===== config.mk =====
export PLATFORM = sky130hd
export DESIGN_NAME = uart_tx_flat
export DESIGN_NICKNAME = d
export VERILOG_FILES = /design/src/rtl/uart_tx_if.sv /design/src/rtl/uart_tx.sv /design/src/flat_wrapper.sv
export SDC_FILE = /design/constraint.sdc
export NUM_CORES = 1
export LEC_CHECK = 0
export ABC_AREA = 1
export CELL_PAD_IN_SITES_DETAIL_PLACEMENT = 0
export CELL_PAD_IN_SITES_GLOBAL_PLACEMENT = 1
export CORE_ASPECT_RATIO = 0.7
export CORE_MARGIN = 1.5
export CORE_UTILIZATION = 49
export CTS_CLUSTER_SIZE = 24
export DETAILED_ROUTE_END_ITERATION = 10
export PLACE_DENSITY = 0.94
export SYNTH_ARGS = -nofsm -noshare
export SYNTH_HDL_FRONTEND = slang
export SYNTH_SLANG_ARGS = --single-unit

===== constraint.sdc =====
create_clock -name clk -period 5.8 [get_ports clk]
set_clock_uncertainty 0.2 [all_clocks]
set_input_delay 1.16 -clock clk [delete_from_list [all_inputs] [get_ports clk]]
set_output_delay 1.16 -clock clk [all_outputs]
set_load 0.05 [all_outputs]

===== src/rtl/uart_tx_if.sv =====
// Byte handshake between a bus master and the UART transmitter FIFO.
// Latency: none; these are plain wires. A byte moves on a rising edge where valid && ready.
// Backpressure: the transmitter drops ready while its FIFO is full.
//   valid : master has a byte on data
//   data  : byte to transmit
//   ready : transmitter can accept a byte this cycle
interface uart_tx_if;
  logic       valid;
  logic [7:0] data;
  logic       ready;

  modport master (output valid, output data, input ready);
  modport slave  (input valid, input data, output ready);
endinterface


===== src/rtl/uart_tx.sv =====
// UART transmitter: queues bytes in a small FIFO and serialises them on tx as 8N1 frames.
// Latency: a byte accepted at edge E into an idle, empty block puts the start bit on tx from edge E+1.
// Backpressure: host.ready (registered) is low while the FIFO holds FIFO_DEPTH bytes.
//   clk    : system clock, rising edge
//   resetn : synchronous active-low reset
//   host   : valid/data/ready byte handshake (uart_tx_if.slave)
//   tx     : serial line, idle high, driven from a flop
//   busy   : a frame is in progress or bytes are still queued
// Optional: define UART_TX_PARITY_EN to insert an even-parity bit between data and stop (8E1).
module uart_tx #(
  parameter int CLOCK_HZ   = 10,
  parameter int BAUD_RATE  = 1,
  parameter int FIFO_DEPTH = 4
) (
  input  logic     clk,
  input  logic     resetn,
  uart_tx_if.slave host,
  output logic     tx,
  output logic     busy
);

  // CLOCKS_PER_BAUD must be at least 2 and FIFO_DEPTH a power of two >= 2.
  localparam int CPB   = CLOCK_HZ / BAUD_RATE;
  localparam int CNT_W = $clog2(CPB);
  localparam int PTR_W = $clog2(FIFO_DEPTH);
  localparam int CW    = PTR_W + 1;
  localparam logic [CNT_W-1:0] CNT_MAX = CNT_W'(CPB - 1);

`ifdef UART_TX_PARITY_EN
  localparam logic [2:0] S_IDLE   = 3'd0;
  localparam logic [2:0] S_START  = 3'd1;
  localparam logic [2:0] S_DATA   = 3'd2;
  localparam logic [2:0] S_STOP   = 3'd3;
  localparam logic [2:0] S_PARITY = 3'd4;
  logic [2:0] state, state_n;
`else
  localparam logic [1:0] S_IDLE  = 2'd0;
  localparam logic [1:0] S_START = 2'd1;
  localparam logic [1:0] S_DATA  = 2'd2;
  localparam logic [1:0] S_STOP  = 2'd3;
  logic [1:0] state, state_n;
`endif

  logic [CNT_W-1:0] cnt, cnt_n;
  logic             tick;
  logic [2:0]       idx, idx_n;
  logic [7:0]       shift, shift_n;
  logic             tx_n;

  // FIFO storage and bookkeeping; pointers wrap naturally at FIFO_DEPTH.
  logic [7:0]       mem [FIFO_DEPTH];
  logic [PTR_W-1:0] wr_ptr, rd_ptr;
  logic [CW-1:0]    count, count_n;
  logic             ready_q;
  logic             push, pop;

  assign host.ready = ready_q;
  assign push       = host.valid && ready_q;
  assign tick       = (cnt == CNT_MAX);
  assign busy       = (state != S_IDLE) || (count != '0);

  always_comb begin
    state_n = state;
    idx_n   = idx;
    shift_n = shift;
    pop     = 1'b0;

    case (state)
      S_IDLE: begin
        if (count != '0) begin
          pop     = 1'b1;
          shift_n = mem[rd_ptr];
          state_n = S_START;
        end
      end
      S_START: begin
        if (tick) begin
          state_n = S_DATA;
          idx_n   = 3'd0;
        end
      end
      S_DATA: begin
        if (tick) begin
          if (idx != 3'd7) begin
            idx_n = idx + 3'd1;
          end else begin
`ifdef UART_TX_PARITY_EN
            state_n = S_PARITY;
`else
            state_n = S_STOP;
`endif
          end
        end
      end
`ifdef UART_TX_PARITY_EN
      S_PARITY: begin
        if (tick) state_n = S_STOP;
      end
`endif
      S_STOP: begin
        // A queued byte starts immediately after the stop bit, with no idle gap.
        if (tick) begin
          if (count != '0) begin
            pop     = 1'b1;
            shift_n = mem[rd_ptr];
            state_n = S_START;
          end else begin
            state_n = S_IDLE;
          end
        end
      end
      default: state_n = S_IDLE;
    endcase

    // The counter restarts on every state entry and on every bit boundary.
    if (state_n != state || state == S_IDLE || tick) cnt_n = '0;
    else                                              cnt_n = cnt + CNT_W'(1);

    // tx is computed from the next state so the line changes on the same edge as the state.
    case (state_n)
      S_START:  tx_n = 1'b0;
      S_DATA:   tx_n = shift_n[idx_n];
`ifdef UART_TX_PARITY_EN
      S_PARITY: tx_n = ^shift_n;
`endif
      default:  tx_n = 1'b1;
    endcase

    case ({push, pop})
      2'b10:   count_n = count + CW'(1);
      2'b01:   count_n = count - CW'(1);
      default: count_n = count;
    endcase
  end

  always_ff @(posedge clk) begin
    if (!resetn) begin
      state   <= S_IDLE;
      cnt     <= '0;
      idx     <= '0;
      shift   <= '0;
      tx      <= 1'b1;
      wr_ptr  <= '0;
      rd_ptr  <= '0;
      count   <= '0;
      ready_q <= 1'b1;
    end else begin
      state   <= state_n;
      cnt     <= cnt_n;
      idx     <= idx_n;
      shift   <= shift_n;
      tx      <= tx_n;
      count   <= count_n;
      ready_q <= (count_n < CW'(FIFO_DEPTH));
      if (push) wr_ptr <= wr_ptr + PTR_W'(1);
      if (pop)  rd_ptr <= rd_ptr + PTR_W'(1);
    end
  end

  always_ff @(posedge clk) begin
    if (resetn && push) mem[wr_ptr] <= host.data;
  end

endmodule

===== src/flat_wrapper.sv =====
// flat-port wrapper written by rule: the top's interface ports become plain ports
module uart_tx_flat 
#(
  parameter int CLOCK_HZ   = 10,
  parameter int BAUD_RATE  = 1,
  parameter int FIFO_DEPTH = 4
)
  (clk, resetn, tx, busy, host_valid, host_data, host_ready);
  uart_tx_if host_i ();
  input  logic clk;
  input  logic resetn;
  output logic tx;
  output logic busy;
  input wire logic [$bits(host_i.valid)-1:0] host_valid;
  input wire logic [$bits(host_i.data)-1:0] host_data;
  output wire logic [$bits(host_i.ready)-1:0] host_ready;
  assign host_i.valid = host_valid;
  assign host_i.data = host_data;
  assign host_ready = host_i.ready;
  uart_tx #(.CLOCK_HZ(CLOCK_HZ), .BAUD_RATE(BAUD_RATE), .FIFO_DEPTH(FIFO_DEPTH)) u_core (.clk(clk), .resetn(resetn), .host(host_i), .tx(tx), .busy(busy));
endmodule

==> impl_metrics.toml <==
[run_status]
outcome = "finished clean"

[clock_tree]
root_buffer = "clkbuf_8"
clock-sinks = 60
clock_latency_ps = 340
clk_pin_slew_ps = 70
htreeDepth = 3
cts_resized = 0
cts_tree = "yes"
postCtsHoldBufs = 0
cts_inserted_buffers = 9
post_cts_buffers = 0
cts_max_path_buffers = 2

[finish]
n_antenna_cell = 0
final_cell_area_mm2 = 0.00317
layout-drive-gt1-share_pct = 8.88
final_util_pct = 59.1
area_growth_pct = 13.8
nNetsFinal = 357

[critical_path]
start_kind = "flop"
crit_fanout = 5
end_kind = "output port"
crit_type = "reg2out"
arrival_ps = 2180
crit_required_ps = 4440

[placement]
placed_area_mm2 = 0.00297
place_congestion = 0.853
hpwl_um = 3640
place.port_buffers = 13

[routing]
via_count = 2030
wirelength_um = 5060
wire_per_inst_um = 12.3
drc = 0
drt-initial-drc-count = 88
vias_per_cell = 4.95
first_pass_iters = 4
antenna_left = 0

[power_and_ir_drop]
p_per_area_mw_per_mm2 = 454
irDropWorstVdd_mv = 0.336
p_leak_nw = 1.33

[floorplanning]
die_w_um = 93.2
fp.coreArea_mm2 = 0.00537
die_y_um = 66.1
io_pins = 14
start_util_pct = 51.9
dieArea_mm2 = 0.00616
num_rows = 22

[sta]
slew_viol_final = 0
slew-limit-headroom_pct = 48.6
hold_viol_final = 0
worst_slew_pin_slew_ps = 769
finalSetupTns_ps = 0
setup_viol = 0
min_period_ps = 3540
fmax_mhz = 282
layout_worst_path_cycle_share_pct = 61.0
grt_setup_unrepaired = "no"

[synthesis]
synthFlopType = "edfxtp_1"
synthXorXnorAreaFrac_pct = 1.26
synth_area_leaders = "edfxtp_1 (34%), dfxtp_1 (20%), nand2_1 (11%)"
syn_nets = 339
synth_mux_area_share_pct = 0
synth_top_family_by_area = "simple AND/OR/NAND/NOR gates"
synth_area_per_cell_um2 = 8.85
synth_fa_ha_area_share_pct = 6.10
synth_top_area_share_pct = 34.5
synth-async-reset-ratio_pct = 0
ys_seq_elements = 60
synth_compound_area_share_pct = 9.92
yosys.area_share.simple_pct = 21.4
yosysSeqAreaShare_pct = 54.6
synth_common_cells = "nand2_1 (83), inv_1 (39), nor2_1 (35)"
ys_types = 27
synth-edff-count = 32
synth_area_mm2 = 0.00279
syn_inst = 315
yosysTopAreaCell = "edfxtp_1"
synth_warnings = 0
yosysMostFrequentCell = "nand2_1"

[global_route]
grt_max_degree = 25
grt.total_usage_pct = 18.6
grt_pass1_wl_um = 8580
antenna_found_initial = 0
grt_pass1_vias = 1873
grt_overflow = 0

[worst_hold_path]
min_path_type = "reg2reg"

[run]
cap_violations = 0
-- area by class of cell --
type | count | area (µm²)
inverters | 41 | 154
well taps | 72 | 90.1
multi-input cells | 208 | 1080
repair buffers | 13 | 130
clock inverters | 7 | 75.1
clock buffers | 9 | 124
fillers | 463 | 2190
flip-flops and latches | 60 | 1520
-- cell usage in the layout, fill, tap and decap left out, types with 2 or more instances in the layout --
master,n
nand2_1,83
inv_1,39
nor2_1,35
edfxtp_1,32
dfxtp_1,28
o21ai_0,23
a21oi_1,18
clkdlybuf4s50_1,13
ha_1,12
nand3_1,11
clkbuf_8,9
o211ai_1,6
nand3_2,4
xnor2_1,3
clkinvlp_4,3
nor2_4,2
nor2_2,2
or2_2,2
-- registers in the layout (all words and copies together) (netlist names), named ones only --
signal / cells
u_core.mem: 32
u_core.shift: 8
u_core.cnt: 4
u_core.idx: 3
u_core.count: 2
u_core.rd_ptr: 2
u_core.state: 2
u_core.wr_ptr: 2
u_core.host.ready: 1
u_core.tx: 1
-- metrics by stage --
stage          hold slack, ps  power [W]  instances  setup slack [ps]
2_1_floorplan             233   0.000961        315              3190
3_3_place_gp              248    0.00107        394              2680
3_5_place_dp              257    0.00108        394              2590
4_1_cts                   267    0.00144        410              2270
5_1_grt                   292    0.00155        410              2140
6_report                  262    0.00144        410              2260
-- final timing paths --
| path | from | to | slack [ps] | cells after the start |
|---|---|---|---|---|
| setup / recovery | u_core.state[0]$_SDFF_PN0_ | busy | 2260 | 6 |
| hold / removal | u_core.rd_ptr[1]$_SDFFE_PN0P_ | u_core.rd_ptr[1]$_SDFFE_PN0P_ | 260 | 2 |
| setup reg to reg | u_core.state[0]$_SDFF_PN0_ | u_core.host.ready$_SDFF_PN1_ | 3220 | 11 |
| hold reg to reg | u_core.rd_ptr[1]$_SDFFE_PN0P_ | u_core.rd_ptr[1]$_SDFFE_PN0P_ | 260 | 2 |
-- power by group --
| part | internal, W | switching [W] |
|---|---|---|
| combinational | 0.000175 | 0.000341 |
| clock | 0.000199 | 0.000170 |
| sequential | 0.000511 | 0.0000444 |
| total | 0.000885 | 0.000555 |
-- cells by family after synthesis --
| group | Yosys count |
|---|---|
| AND/OR/NAND/NOR | 141 |
| AO/OA/AOI/OAI | 50 |
| adder cells (fa/ha/maj) | 13 |
| XOR/XNOR | 4 |
| flip-flops | 60 |
| buffers and inverters | 47 |
-- metal layers --
| layer | routed length (µm) | global-route usage (%) | vias up |
|---|---|---|---|
| met5 | 0 | 0 | - |
| li1 | - | - | 1058 |
| met1 | 2500 | 25.4 | 909 |
| met4 | 68 | 8.14 | 0 |
| met2 | 2230 | 28.4 | 52 |
| met3 | 262 | 4.14 | 11 |
-- critical path, stage by stage (launching register included) --
cell	delay (ps)
dfxtp_1	390
inv_1	120
ha_1	270
inv_1	130
nor2_1	60
inv_1	70
clkdlybuf4s50_1	800
Note: power is estimated with default switching activity, not from simulation.
